File: config.mk
export PLATFORM = sky130hd
export DESIGN_NAME = mar_access_sequencer
export DESIGN_NICKNAME = d
export VERILOG_FILES = /design/src/rtl/mar_access_sequencer.sv
export SDC_FILE = /design/constraint.sdc
export NUM_CORES = 1
export LEC_CHECK = 0
export BUFFER_PORTS_ARGS = -buffer_cell sky130_fd_sc_hd__buf_4
export CAP_MARGIN = 20
export CORE_MARGIN = 3
export CORE_UTILIZATION = 58
export CTS_CLUSTER_SIZE = 10
export DETAILED_ROUTE_END_ITERATION = 12
export PLACE_DENSITY = 0.86
export SETUP_SLACK_MARGIN = 0.15
export SYNTH_ARGS = -nofsm -noshare
export SYNTH_HDL_FRONTEND = slang
export SYNTH_SLANG_ARGS = --single-unit
File: constraint.sdc
create_clock -name clk -period 3.42 [get_ports clk]
set_input_delay 0.171 -clock clk [delete_from_list [all_inputs] [get_ports clk]]
set_output_delay 0.171 -clock clk [all_outputs]
set_load 0.05 [all_outputs]
File: src/rtl/mar_access_sequencer.sv
// Shares the MAR between a fetch requester and a data requester: arbitrates,
// loads the MAR, runs the memory access with wait states and timeout, then acks.
module mar_access_sequencer #(
  parameter int unsigned ADDR_W      = 6,
  parameter int unsigned WAIT_CYCLES = 1,
  parameter int unsigned TIMEOUT     = 8
) (
  input  logic              clk,
  input  logic              rst,
  input  logic              f_req,
  input  logic [ADDR_W-1:0] f_addr,
  input  logic              d_req,
  input  logic              d_we,
  input  logic [ADDR_W-1:0] d_addr,
  input  logic              mem_ready,
  output logic [ADDR_W-1:0] mar_in,
  output logic              mar_ls,
  output logic              mem_en,
  output logic              mem_we,
  output logic              f_ack,
  output logic              d_ack,
  output logic              d_err,
  output logic              f_err,
  output logic              busy
);

  localparam int unsigned WCNT_W = 4;
  localparam int unsigned TCNT_W = 8;

  typedef enum logic [1:0] {
    IDLE   = 2'd0,
    LOAD   = 2'd1,
    ACCESS = 2'd2,
    RESP   = 2'd3
  } state_t;

  state_t              state;
  logic                win_d;   // current winner: 1 = data, 0 = fetch
  logic                last_d;  // last served requester: 1 = data
  logic                we_q;
  logic [WCNT_W-1:0]   wcnt;
  logic [TCNT_W-1:0]   tcnt;

  logic grant_d_c;
  logic ok_c;
  logic tmo_c;

  // Data wins when alone, or on a tie when fetch was served last.
  assign grant_d_c = d_req & (~f_req | ~last_d);
  assign ok_c      = (wcnt == '0) & mem_ready;
  assign tmo_c     = (tcnt == TCNT_W'(TIMEOUT - 1));

  always_ff @(posedge clk or posedge rst) begin
    if (rst) begin
      state  <= IDLE;
      win_d  <= 1'b0;
      last_d <= 1'b1;
      we_q   <= 1'b0;
      wcnt   <= '0;
      tcnt   <= '0;
      mar_in <= '0;
      mar_ls <= 1'b0;
      mem_en <= 1'b0;
      mem_we <= 1'b0;
      f_ack  <= 1'b0;
      d_ack  <= 1'b0;
      f_err  <= 1'b0;
      d_err  <= 1'b0;
      busy   <= 1'b0;
    end else begin
      case (state)
        IDLE: begin
          if (f_req || d_req) begin
            win_d  <= grant_d_c;
            we_q   <= grant_d_c & d_we;
            mar_in <= grant_d_c ? d_addr : f_addr;
            mar_ls <= 1'b1;
            busy   <= 1'b1;
            state  <= LOAD;
          end
        end
        LOAD: begin
          mar_ls <= 1'b0;
          mem_en <= 1'b1;
          mem_we <= we_q;
          wcnt   <= WCNT_W'(WAIT_CYCLES);
          tcnt   <= '0;
          state  <= ACCESS;
        end
        ACCESS: begin
          if (wcnt != '0) wcnt <= wcnt - WCNT_W'(1);
          tcnt <= tcnt + TCNT_W'(1);
          // A completed access wins over a timeout on the same edge.
          if (ok_c || tmo_c) begin
            mem_en <= 1'b0;
            mem_we <= 1'b0;
            f_ack  <= ~win_d;
            d_ack  <= win_d;
            f_err  <= ~win_d & ~ok_c;
            d_err  <= win_d & ~ok_c;
            state  <= RESP;
          end
        end
        RESP: begin
          f_ack  <= 1'b0;
          d_ack  <= 1'b0;
          f_err  <= 1'b0;
          d_err  <= 1'b0;
          busy   <= 1'b0;
          last_d <= win_d;
          state  <= IDLE;
        end
        default: state <= IDLE;
      endcase
    end
  end

endmodule

Word level (Yosys, flattened, before mapping)
Cells that the tools add are included.
- $add $sub $neg: 2
- equal/unequal tests: 7
- mux-type cells: 21
- bitwise gates (word level): 10
- reduce and logical (&&, ||, !) cells: 16
- operator list (kind ; count):
    1-bit one-hot mux with 2 select lines ; 8
    8-bit one-hot mux with 2 select lines ; 1
    2-bit AND reduction ; 7
    8-bit by 1-bit adder with 8-bit output (second input constant) ; 1
    8-bit by 3-bit == test with 1-bit output (second input constant) ; 1
    2-bit one-hot mux with 4 select lines ; 1
    4-bit one-hot mux with 2 select lines ; 1
    2-bit nonzero test ; 4
    1-bit 2-to-1 mux ; 6
    6-bit 2-to-1 mux ; 1
    2-bit inequality test (second input constant) ; 3
    1-bit AND ; 5
    2-bit == test (second input constant) ; 2
    4-bit zero test ; 1
    2-bit 2-to-1 mux ; 2
    4-bit 2-to-1 mux ; 1
    1-bit NOT ; 4
    4-bit nonzero test ; 1
    4-bit by 1-bit subtractor with 4-bit output (second input constant) ; 1
    2-bit by 1-bit == test with 1-bit output (second input constant) ; 1
    2-bit zero test ; 1
    1-bit logical OR ; 2
    1-bit bitwise OR ; 1
- register bits after elaboration: 31
- output and inout bits: 14
- logic and storage cells: 71

Longest topological paths before layout
Gate-level depths: netlist (run 1).
- word-level depth: 6
- gate-level depth with buffers: 6
- gate-level depth less buffers: 5

Worst setup path after synthesis (run 1)
No wires, ideal clock.
- path kind: reg2reg
- from: register state[0]
- to: register state[1]
- arrival: 1552 ps
- slack: 1782 ps
- cell stages (with the launch flop): 6
- clock period less this slack: 1638 ps
- cells stage by stage: dfrtp_1 -> inv_1 -> ha_1 -> or3b_2 -> or2_2 -> o211ai_1
- cells in the longest elaborated chain, start to end: 3
- elaborated cells on any way between the ends: 8
- ends and longest elaborated chain (element ; RTL line ; source):
    start: declaration ; 37 ; state_t state;
    start signal: assignment ; 55 ; state <= IDLE;
    start signal: assignment ; 79 ; state <= LOAD;
    start signal: assignment ; 88 ; state <= ACCESS;
    2-bit == test / 2-bit zero test (equally long branches) ; 71 ; case (state)
    2-bit inequality test (no line) ; -- ;
    2-bit AND reduction (no line) ; -- ;
Several ways; a longest one is shown, not always the timed one.
A chain may end at the register's enable or synchronous reset.

Worst setup path after layout (run 1)
- from: register state[0]
- to: register tcnt[6]
- cells in the longest elaborated chain, start to end: 2
- elaborated cells on any way between the ends: 4
- ends and longest elaborated chain (element ; RTL line ; source):
    2-bit == test / 2-bit by 1-bit == test with 1-bit output (equally long branches) ; 71 ;
    8-bit one-hot mux with 2 select lines / 2-bit nonzero test (equally long branches) ; -- ;
    end signal: assignment ; 92 ; tcnt <= tcnt + TCNT_W'(1);
    end: declaration ; 42 ; logic [TCNT_W-1:0] tcnt;
Several ways; a longest one is shown, not always the timed one.

==> impl_results.md, run 1 <==
- Root Driver: clkbuf_4
- Crit-path max cell delay: 0.64 ns
- Area delta synth->final: 19.7%
- H-tree depth: 2
- Vias in the first global route: 1407
- Inserted Clock Buffers: 5
- Die Y: 59.4 µm
- Die area: 0.00353 mm²
- First DRT Iteration DRCs: 61
- Clk sinks: 31
- Max_slew headroom: 38.0%
- Post-Place Cells: 221
- Status: completed
- Hold Path Class: input port to flip-flop
- Cells on Worst Hold Path: 2
- Worst Path Required: 3.69 ns
- Number of cell rows: 18
- Synthesized cell area: 0.00166 mm²
- Max cap viols: 0
- Drc violations: 0
- Via count: 1428
- Vias/cell: 6.21
- Fin Setup TNS: 0 ns
- Core Util, Final: 76.5%
- Initial antenna violation count: 0
- Most common cell after layout, fill and taps aside: buf_4
- Clk Latency, worst-skew pair: 0.34 ns
- Synth Register Bits: 31
- Yosys cell types: 45
- # diodes: 0
- Routed WL per cell: 15.7 µm
- Final Instance Count excl. Fillers: 230
- Reg-to-Reg Start: state[0]
- Initial Utilization: 63.9%
- Post-synthesis simple-gate area fraction: 19.6%
- EDFF count, synth: 0
- # resized after CTS: 0
- Global-route wire length before repair: 6200 µm
- R2R setup slack: 1.26 ns
- Critical path arrival: 2.42 ns
- Asr flop ratio synth: 100%
- Setup violators final: 0
- Syn Inst Count: 166
- P_leak: 0.958 nW
- Synthesized-area fraction occupied by adder cells: 5.29%
- Compound-Gate Fraction of Synth Area: 17.8%
- Mapped Nets: 191
- CTS max path bufs: 2
- Max Clock Freq: 464 MHz
- Nature of the critical path endpoint: flip-flop
- GR Overflow Total: 0
- WL final: 3610 µm
- Layout cells sized above 1: 22.5%
- Die Width: 59.4 µm
- Largest family of logic cells by synthesized area: simple AND/OR/NAND/NOR gates
- Post-route ant nets: 0
- Post-synthesis sequential area ratio: 46.9%
- CP Max Fanout: 23
- Post-DP HPWL: 2620 µm
- Slowest cell on the critical path: ha_1
- Worst-Margin Slew: 0.924 ns
- Final Cycle Share: 63.0%
- Io pins: 32
- Cell depth of the worst flop-to-flop path: 5
- Yosys warns: 0
- Worst Path Class, Setup: flip-flop to flip-flop
- CTS tree: yes
- CTS clk-pin slew, worst paths: 0.10 ns
- Tmin final: 2.16 ns
- Maximum number of pins on one net before global-route repair: 25
- Avg Cell Area, Syn: 9.97 µm²
- Commonest cells after routing, fill and taps aside: 32 x buf_4, 30 x dfrtp_1, 16 x o21ai_0
- Max VDD drop: 0.728 mV
- Core area: 0.00259 mm²
- Worst Skew: 0.0133 ns
- Slew Viols, Final: 0
- Post-CTS Hold Buffers: 1
- Placer Congestion: 0.843
- # Post-CTS Setup Buffers: 0
- CP Launch Type: flip-flop
- WHS Endpoint: we_q
- Top FF cell, synth: dfrtp_1
- Nets: 224
- Critical Path, Cell by Cell: inv_1 -> ha_1 -> nand2_1 -> or4_1 -> nand3_1
- PD cells: 872 mW/mm²
- TritonRoute pass-1 iters: 4
- Tot GR Track Use: 23.7%
- Crit Reg-Reg Endpoint: tcnt[6]
- Port bufs: 31
- Hold Startpoint: d_we
- Worst hold margin: 0.111 ns
- Mux share of post-synthesis cell area: 5.52%
- Unrepaired setup endpoints after global routing: no
- Final Hold Fails: 0
- XOR/XNOR Fraction of Synth Area: 0%
==> per-layer routing <==
metal	global-route usage (%)	vias to the layer above	wire length [µm]
met3	7.41	9	269
li1	-	672	-
met1	29.5	685	1580
met4	12.3	0	89
met5	0	-	0
met2	36.7	62	1660
==> cell usage after synthesis, drive strengths merged (2+ instances only) <==
cell type	number	area, µm²
nand2	13	48.8
nand2b	2	12.5
o221ai	2	17.5
or3	4	26.3
or4	2	15.0
o211a	2	20.0
a21boi	3	22.5
o21ai	17	85.1
or3b	2	17.5
a21oi	4	20.0
dfrtp	30	751
clkbuf	3	11.3
o211ai	3	22.5
and2	2	12.5
a22oi	2	15.0
inv	11	41.3
ha	7	87.6
nor3b	3	22.5
nand3	9	45.0
nor2	5	18.8
buf	5	28.8
nor3	2	10.0
a21o	2	15.0
nand4bb	2	22.5
mux2i	8	80.1
nor4	2	12.5
a211o	2	17.5
nor2b	2	12.5
nand3b	3	22.5
==> layout make-up <==
cell class	count	area [µm²]
clock buffer	7	45.0
multi-input combinational	116	797
sequential	31	777
clock inverter	1	5.00
timing repair buffer	34	278
tap	30	37.5
inverter	11	41.3
fill	183	609
==> cells by family after synthesis <==
family | Yosys count
simple gates | 56
compound gates | 44
mux | 9
flops | 31
buf+inv | 19
fa+ha+maj | 7
==> report_power, final <==
group	switching, mW	leakage (nW)	total [mW]	internal [mW]
logic	0.602	0.531	0.931	0.329
clock network	0.124	0.0293	0.204	0.0800
registers	0.0983	0.398	0.593	0.495
total	0.825	0.958	1.73	0.903
==> registers in the layout, summed over array words and instances (netlist names) <==
name,cells
mem_en,1
d_ack,1
d_err,1
wcnt,4
busy,1
win_d,1
we_q,1
mar_in,6
mar_ls,1
state,2
mem_we,1
f_err,1
last_d,1
tcnt,8
f_ack,1
==> stage by stage <==
step | setup WS [ns] | instance area, µm² | total power [mW]
final | 1.26 | 1980 | 1.73
after global routing | 1.15 | 1980 | 1.85
after CTS | 1.30 | 1980 | 1.73
after detailed placement | 1.32 | 1920 | 1.52
after global placement | 1.42 | 1890 | 1.47
after floorplan | 1.78 | 1660 | 1.26
==> worst max path at each step <==
stage             start        to  slack, ns  cells after the start
4_1_cts        state[0]   tcnt[6]       1.30                      5
2_1_floorplan  state[0]  state[1]       1.78                      5
5_1_grt        state[0]   tcnt[6]       1.15                      5
3_3_place_gp   state[0]   tcnt[6]       1.42                      5
6_report       state[0]   tcnt[6]       1.26                      5
3_5_place_dp   state[0]   tcnt[6]       1.32                      5
==> critical path: cells and delay by family (launching register included) <==
family,cells,cell delay (ns)
buf+inv,1,0.14
simple gates,3,0.88
fa+ha+maj,1,0.64
flops,1,0.43
Power figures use the tool's default switching activity.
==> run 2: changes to the inputs <==
--- a/config.mk
+++ b/config.mk
@@ -8,10 +8,10 @@
 export BUFFER_PORTS_ARGS = -buffer_cell sky130_fd_sc_hd__buf_4
 export CAP_MARGIN = 20
 export CORE_MARGIN = 3
-export CORE_UTILIZATION = 58
+export CORE_UTILIZATION = 49
 export CTS_CLUSTER_SIZE = 10
 export DETAILED_ROUTE_END_ITERATION = 12
-export PLACE_DENSITY = 0.86
+export PLACE_DENSITY = 0.78
 export SETUP_SLACK_MARGIN = 0.15
 export SYNTH_ARGS = -nofsm -noshare
 export SYNTH_HDL_FRONTEND = slang
==> constraint.sdc (replaced) <==
create_clock -name clk -period 1.8 [get_ports clk]
set_input_delay 0.09 -clock clk [delete_from_list [all_inputs] [get_ports clk]]
set_output_delay 0.09 -clock clk [all_outputs]
set_load 0.05 [all_outputs]
==> run 2 against run 1 <==
  * Clock skew fell by 0.00073 ns
  * Global-route usage fell by 3.3 points
  * Fmax rose by 34%
  * Via count rose by 1.4%
  * Total power rose by 110%
  * Worst setup slack got worse by 1.1 ns
  * Sequential power rose by 89%
  * Sequential cell count did not move
  * Cell count rose by 13%
  * Wire length rose by 6.4%
  * Count of clock-buffer cells in the layout did not move
  * Combinational power rose by 130%
  * Highest routed layer unchanged
==> impl_results.md, run 2 (synthesis results as in run 1) <==
- Final instance area: 0.00219 mm² (+10%)
- Die area: 0.00411 mm² (+16%)
- Post-Place Cells: 244 (+10%)
- WP buf/inv: 1 (unchanged)
- Max reg flops: 8 (unchanged)
- Top flop regs: tcnt: 8 flops, mar_in: 6 flops, wcnt: 4 flops
- Global-route wire length before repair: 6490 µm (+4.6%)
- Vias/cell: 5.59 (-10%)
- Footprint of the multi-input gates: 892 µm² (+12%)
- Slew Viols, Final: 0 (unchanged)
- Io pins: 32 (unchanged)
- Hold Path Class: input port to flip-flop
- Post-DP HPWL: 2740 µm (+4.4%)
- Initial Utilization: 52.9% (-11 points)
- Nets: 239 (+6.7%)
- Maximum number of pins on one net before global-route repair: 32 (+28%)
- Placed Area: 0.00199 mm² (+3.4%)
- Worst Path Required: 2.06 ns (-1.63 ns)
- Status: completed
- Routed WL per cell: 14.8 µm (-5.6%)
- Nature of the critical path endpoint: flip-flop
- WL final: 3830 µm (+6.4%)
- Initial antenna violation count: 0 (unchanged)
- Critical Path, Cell by Cell: inv_2 -> ha_2 -> or3b_2 -> nor4_4 -> a211o_1
- Die Width: 64.1 µm (+7.9%)
- Register area: 777 µm² (unchanged)
- Tmin final: 1.61 ns (-0.545 ns)
- P_leak: 1.02 nW (+6.8%)
- Commonest cells after routing, fill and taps aside: 48 x buf_4, 30 x dfrtp_1, 16 x o21ai_0
- Core area: 0.00313 mm² (+21%)
- Worst Skew: 0.0125 ns (-0.000733 ns)
- Critical path arrival: 1.88 ns (-0.54 ns)
- Clk Latency, worst-skew pair: 0.33 ns (about the same)
- Worst-Margin Slew: 0.567 ns (-0.357 ns)
- Final Cycle Share: 89.5% (+26 points)
- Via count: 1448 (+1.4%)
- Layout cells sized above 1: 34.9% (+12 points)
- CTS clk-pin slew, worst paths: 0.09 ns (about the same)
- Crit-path max cell delay: 0.50 ns (-0.14 ns)
- Setup violators final: 0 (unchanged)
- Max Clock Freq: 621 MHz (+34%)
- CTS tree: yes
- Inserted Clock Buffers: 5 (unchanged)
- Placer Congestion: 0.808 (-4.2%)
- Area delta synth->final: 32.0%
- First DRT Iteration DRCs: 76 (+25%)
- Max cap viols: 0 (unchanged)
- Number of cell rows: 20 (+2)
- Fin Setup TNS: 0 ns (unchanged)
- Most common cell after layout, fill and taps aside: buf_4
- Root Driver: clkbuf_4
- TritonRoute pass-1 iters: 4 (unchanged)
- CP Launch Type: flip-flop
- Tot GR Track Use: 20.4% (-3.3 points)
- Worst Path Class, Setup: flip-flop to flip-flop
- GR Overflow Total: 0 (unchanged)
- Max_slew headroom: 62.2% (+24 points)
- Clk sinks: 31 (unchanged)
- Total Power: 3.60 mW (+110%)
- Max VDD drop: 0.902 mV (+24%)
- # diodes: 0 (unchanged)
- Drc violations: 0 (unchanged)
- Core Util, Final: 69.9% (-6.6 points)
- Slowest cell on the critical path: or3b_2
- CP top delay family: simple AND/OR/NAND/NOR gates
- CP Max Fanout: 4 (-83%)
- H-tree depth: 2 (unchanged)
- Final Hold Fails: 0 (unchanged)
- # fillers: 242 (+32%)
- CTS max path bufs: 2 (unchanged)
- Unrepaired setup endpoints after global routing: yes
- Final Instance Count excl. Fillers: 259 (+13%)
- Post-route ant nets: 0 (unchanged)
- PD cells: 1640 mW/mm² (+89%)
- Top reg by flops: tcnt
- Port bufs: 31 (unchanged)
- Vias in the first global route: 1430 (+1.6%)
- Die Y: 64.1 µm (+7.9%)
==> run 2: cell types whose count changed in the layout (fill, tap and decap cells not counted), moves of 2 or more <==
| cell | before | now |
|---|---|---|
| ha_2 | 0 | 3 |
| inv_2 | 0 | 2 |
| buf_4 | 32 | 48 |
| ha_1 | 7 | 3 |
| nand4bb_1 | 2 | 0 |
| inv_1 | 11 | 9 |
==> run 2: worst paths after layout <==
check                           from   endpoint  slack (ns)  depth (start not counted)
setup / recovery            state[0]      f_err        0.19                          5
hold / removal                  d_we       we_q        0.03                          2
setup reg to reg            state[0]      f_err        0.19                          5
hold reg to reg            mar_in[0]  mar_in[0]        0.49                          2
max in group asynchronous        rst     last_d        1.08                          4
min in group asynchronous        rst      d_ack        0.40                          4
==> run 2: per-stage QoR <==
stage                     hold slack (ns)  setup WS, ns
after floorplan                     0.193         0.162
after global placement              0.192         0.111
after detailed placement            0.206        0.0216
after CTS                          0.0228         0.114
after global routing               0.0151        0.0972
final                              0.0284         0.189
==> run 2: routing by layer <==
layer / wire, µm / track usage [%] / vias to the layer above
li1: - / - / 699
met1: 1700 / 26.1 / 696
met2: 1840 / 32.6 / 47
met3: 212 / 4.75 / 6
met4: 75 / 9.50 / 0
met5: 0 / 0 / -
==> run 2: what timing repair did <==
| item | in CTS | in global routing |
|---|---|---|
| hold endpoints to repair | 30 | 0 |
| pin swaps | 0 | 2 |
| setup endpoints to repair | 17 | 13 |
| resized for setup | 5 | 14 |
| setup buffers | 1 | 5 |
| hold buffers | 1 | 0 |
==> run 2: worst reg2reg max path, stage by stage (launching register included) <==
cell and delay [ns]:
dfrtp_1 0.41, inv_2 0.12, ha_2 0.23, or3b_2 0.50, nor4_4 0.15, a211o_1 0.13
==> run 2: where the power goes <==
part	switching (mW)	internal [mW]	leakage, nW
Combinational	1.24	0.859	0.596
Clock	0.230	0.152	0.0293
Sequential	0.179	0.939	0.398
==> run 2: final cells by class <==
type	count	area share, %
Timing Repair Buffer	49	16.9
Tap cell	44	2.52
Inverter	11	1.89
Multi-Input combinational cell	116	40.8
Sequential cell	31	35.5
Clock buffer	7	2.06
Clock inverter	1	0.229
==> run 3: changes to the inputs <==
--- a/config.mk
+++ b/config.mk
@@ -11,7 +11,8 @@
 export CORE_UTILIZATION = 49
 export CTS_CLUSTER_SIZE = 10
 export DETAILED_ROUTE_END_ITERATION = 12
-export PLACE_DENSITY = 0.78
+export PLACE_DENSITY = 0.75
+export REMOVE_ABC_BUFFERS = 1
 export SETUP_SLACK_MARGIN = 0.15
 export SYNTH_ARGS = -nofsm -noshare
 export SYNTH_HDL_FRONTEND = slang
==> run 3 against run 2 <==
  * Worst hold slack improved by 0.013 ns
  * Total power increased by 4.6%
  * Die area unchanged
  * Clock skew about the same
  * Register-to-register slack got worse by 0.02 ns
  * Utilization increased by 1.4 points
  * First-iteration DRC count increased by 50%
  * Global-route usage increased by 0.11 points
  * Sequential share of layout area decreased by 0.72 points
  * Highest routed layer unchanged
==> impl_results.md, run 3 (synthesis results as in run 1) <==
- Post-DP HPWL: 2610 µm (-4.6%)
- Max reg flops: 8 (unchanged)
- Total Power: 3.76 mW (+4.6%)
- Slew Viols, Final: 0 (unchanged)
- Setup ws final: 0.171 ns (-0.0185 ns)
- Crit-path max cell delay: 0.45 ns (-0.05 ns)
- Vias in the first global route: 1536 (+7.4%)
- Worst Skew: 0.0130 ns (+0.000477 ns)
- Final Cycle Share: 90.5% (+1.0 points)
- First DRT Iteration DRCs: 114 (+50%)
- Nature of the critical path endpoint: flip-flop
- Inserted Clock Buffers: 5 (unchanged)
- Hold Path Class: input port to flip-flop
- Clk sinks: 31 (unchanged)
- Initial Utilization: 52.9% (unchanged)
- Vias/cell: 5.57 (-0.36%)
- Max cap viols: 0 (unchanged)
- Tmin final: 1.63 ns (+0.0185 ns)
- Internal power: 2.06 mW (+5.8%)
- Clk Latency, worst-skew pair: 0.34 ns (about the same)
- Slowest cell on the critical path: dfrtp_1
- M2 GR Usage: 34.5% (+1.8 points)
- Placer Congestion: 0.840 (+4.0%)
- Max Clock Freq: 614 MHz (-1.1%)
- P_leak: 1.04 nW (+2.1%)
- Max_slew headroom: 63.7% (+1.5 points)
- Status: completed
- Via count: 1454 (+0.41%)
- Global-route wire length before repair: 6640 µm (+2.4%)
- Number of cell rows: 20 (unchanged)
- GRT busiest layer: met2
- GRT met1 Usage: 25.1% (-0.91 points)
- H-tree depth: 2 (unchanged)
- Fin Setup TNS: 0 ns (unchanged)
- Port bufs: 31 (unchanged)
- Worst-Margin Slew: 0.545 ns (-0.0218 ns)
- Routed WL per cell: 15.0 µm (+1.3%)
- # fillers: 226 (-6.6%)
- CTS clk-pin slew, worst paths: 0.10 ns (about the same)
- Critical Path, Cell by Cell: inv_2 -> ha_4 -> or3b_4 -> or2_2 -> o211ai_1
- Initial antenna violation count: 0 (unchanged)
- Top reg by flops: tcnt
- CTS tree: yes
- Die Y: 64.1 µm (unchanged)
- CP Max Fanout: 5 (+1)
- PD cells: 1690 mW/mm² (+2.5%)
- Drc violations: 0 (unchanged)
- Max VDD drop: 0.943 mV (+4.6%)
- Post-route ant nets: 0 (unchanged)
- TritonRoute pass-1 iters: 4 (unchanged)
- Die area: 0.00411 mm² (unchanged)
- Place WS: 0.0209 ns (-0.000696 ns)
- Maximum number of pins on one net before global-route repair: 32 (unchanged)
- CP top delay family: simple AND/OR/NAND/NOR gates
- Layout cells sized above 1: 34.6% (-0.32 points)
- Worst hold margin: 0.0414 ns (+0.0130 ns)
- Nets: 241 (+0.84%)
- Final Hold Fails: 0 (unchanged)
- Comb pwr share: 57.6% (-0.7 points)
- Critical path arrival: 1.88 ns (about the same)
- Most common cell after layout, fill and taps aside: buf_4
- Clock network fraction of total power: 12.6% (+2.0 points)
- Post-Place Cells: 242 (-0.82%)
- Unrepaired setup endpoints after global routing: yes
- CP Launch Type: flip-flop
- Register share of total power: 29.8% (-1.3 points)
- Root Driver: clkbuf_4
- Die Width: 64.1 µm (unchanged)
- Area delta synth->final: 34.8%
- Worst Path Required: 2.05 ns (about the same)
- Final Instance Count excl. Fillers: 261 (+0.77%)
- CTS max path bufs: 2 (unchanged)
- Commonest cells after routing, fill and taps aside: 48 x buf_4, 30 x dfrtp_1, 16 x o21ai_0
- WL final: 3910 µm (+2.1%)
- Io pins: 32 (unchanged)
- Top flop regs: tcnt: 8 flops, mar_in: 6 flops, wcnt: 4 flops
- # diodes: 0 (unchanged)
- WP buf/inv: 1 (unchanged)
- Switch share: 45.1% (-0.64 points)
- Core area: 0.00313 mm² (unchanged)
- Tot GR Track Use: 20.5% (+0.11 points)
- GR Overflow Total: 0 (unchanged)
- Sw Pwr: 1.70 mW (+3.1%)
- Worst Path Class, Setup: flip-flop to flip-flop
- GR Layer Usage met3: 6.33% (+1.6 points)
- Setup violators final: 0 (unchanged)
[run 3: area by class of cell]
class,instances,area (µm²),area share (%)
multi-input combinational,116,893,40.0
sequential,31,777,34.8
timing repair buffer,51,392,17.6
clock buffer,8,68.8,3.08
tap,44,55.1,2.47
inverter,11,45.0,2.02
[run 3: through the flow]
stage               cell area, µm²  utilization (%)
detailed placement            1970             63.0
global route                  2230             71.3
finish                        2230             71.3
floorplan                     1620                -
global placement              1970             63.0
CTS                           2090             66.9
[run 3: path summary, 6_finish.rpt]
kind	startpoint	endpoint	slack, ns	cells after the start
max	state[1]	state[1]	0.17	5
min	f_addr[0]	mar_in[0]	0.04	3
max reg2reg	state[1]	state[1]	0.17	5
min reg2reg	mar_in[2]	mar_in[2]	0.49	2
max in group asynchronous	rst	last_d	1.08	4
min in group asynchronous	rst	busy	0.39	4
[run 3: power by group through the flow]
stage	Sequential [mW]	Combinational, mW	Clock, mW
floorplan	1.52	0.852	0
global placement	1.11	1.78	0
detailed placement	1.12	1.84	0
CTS	1.11	1.92	0.481
global route	1.16	2.36	0.515
finish	1.12	2.17	0.473
[run 3: worst min-delay path: cells and delay by family]
kind	cells	cell delay, ns
multiplexers	1	0.05
buffers and inverters	1	0.08
AO/OA/AOI/OAI	1	0.12
[run 3: what timing repair did]
| item | 4_1_cts | 5_1_grt |
|---|---|---|
| resized for setup | 5 | 15 |
| hold buffers | 2 | 0 |
| setup buffers | 3 | 6 |
| pin swaps | 0 | 3 |
| hold endpoints to repair | 31 | 0 |
| endpoints found under the setup margin | 5 | 17 |
[run 3: per-layer routing]
metal,vias to the layer above,share of wire (%)
li1,704,-
met1,691,42
met2,48,49
met3,11,6.6
met4,0,2.6
met5,-,0
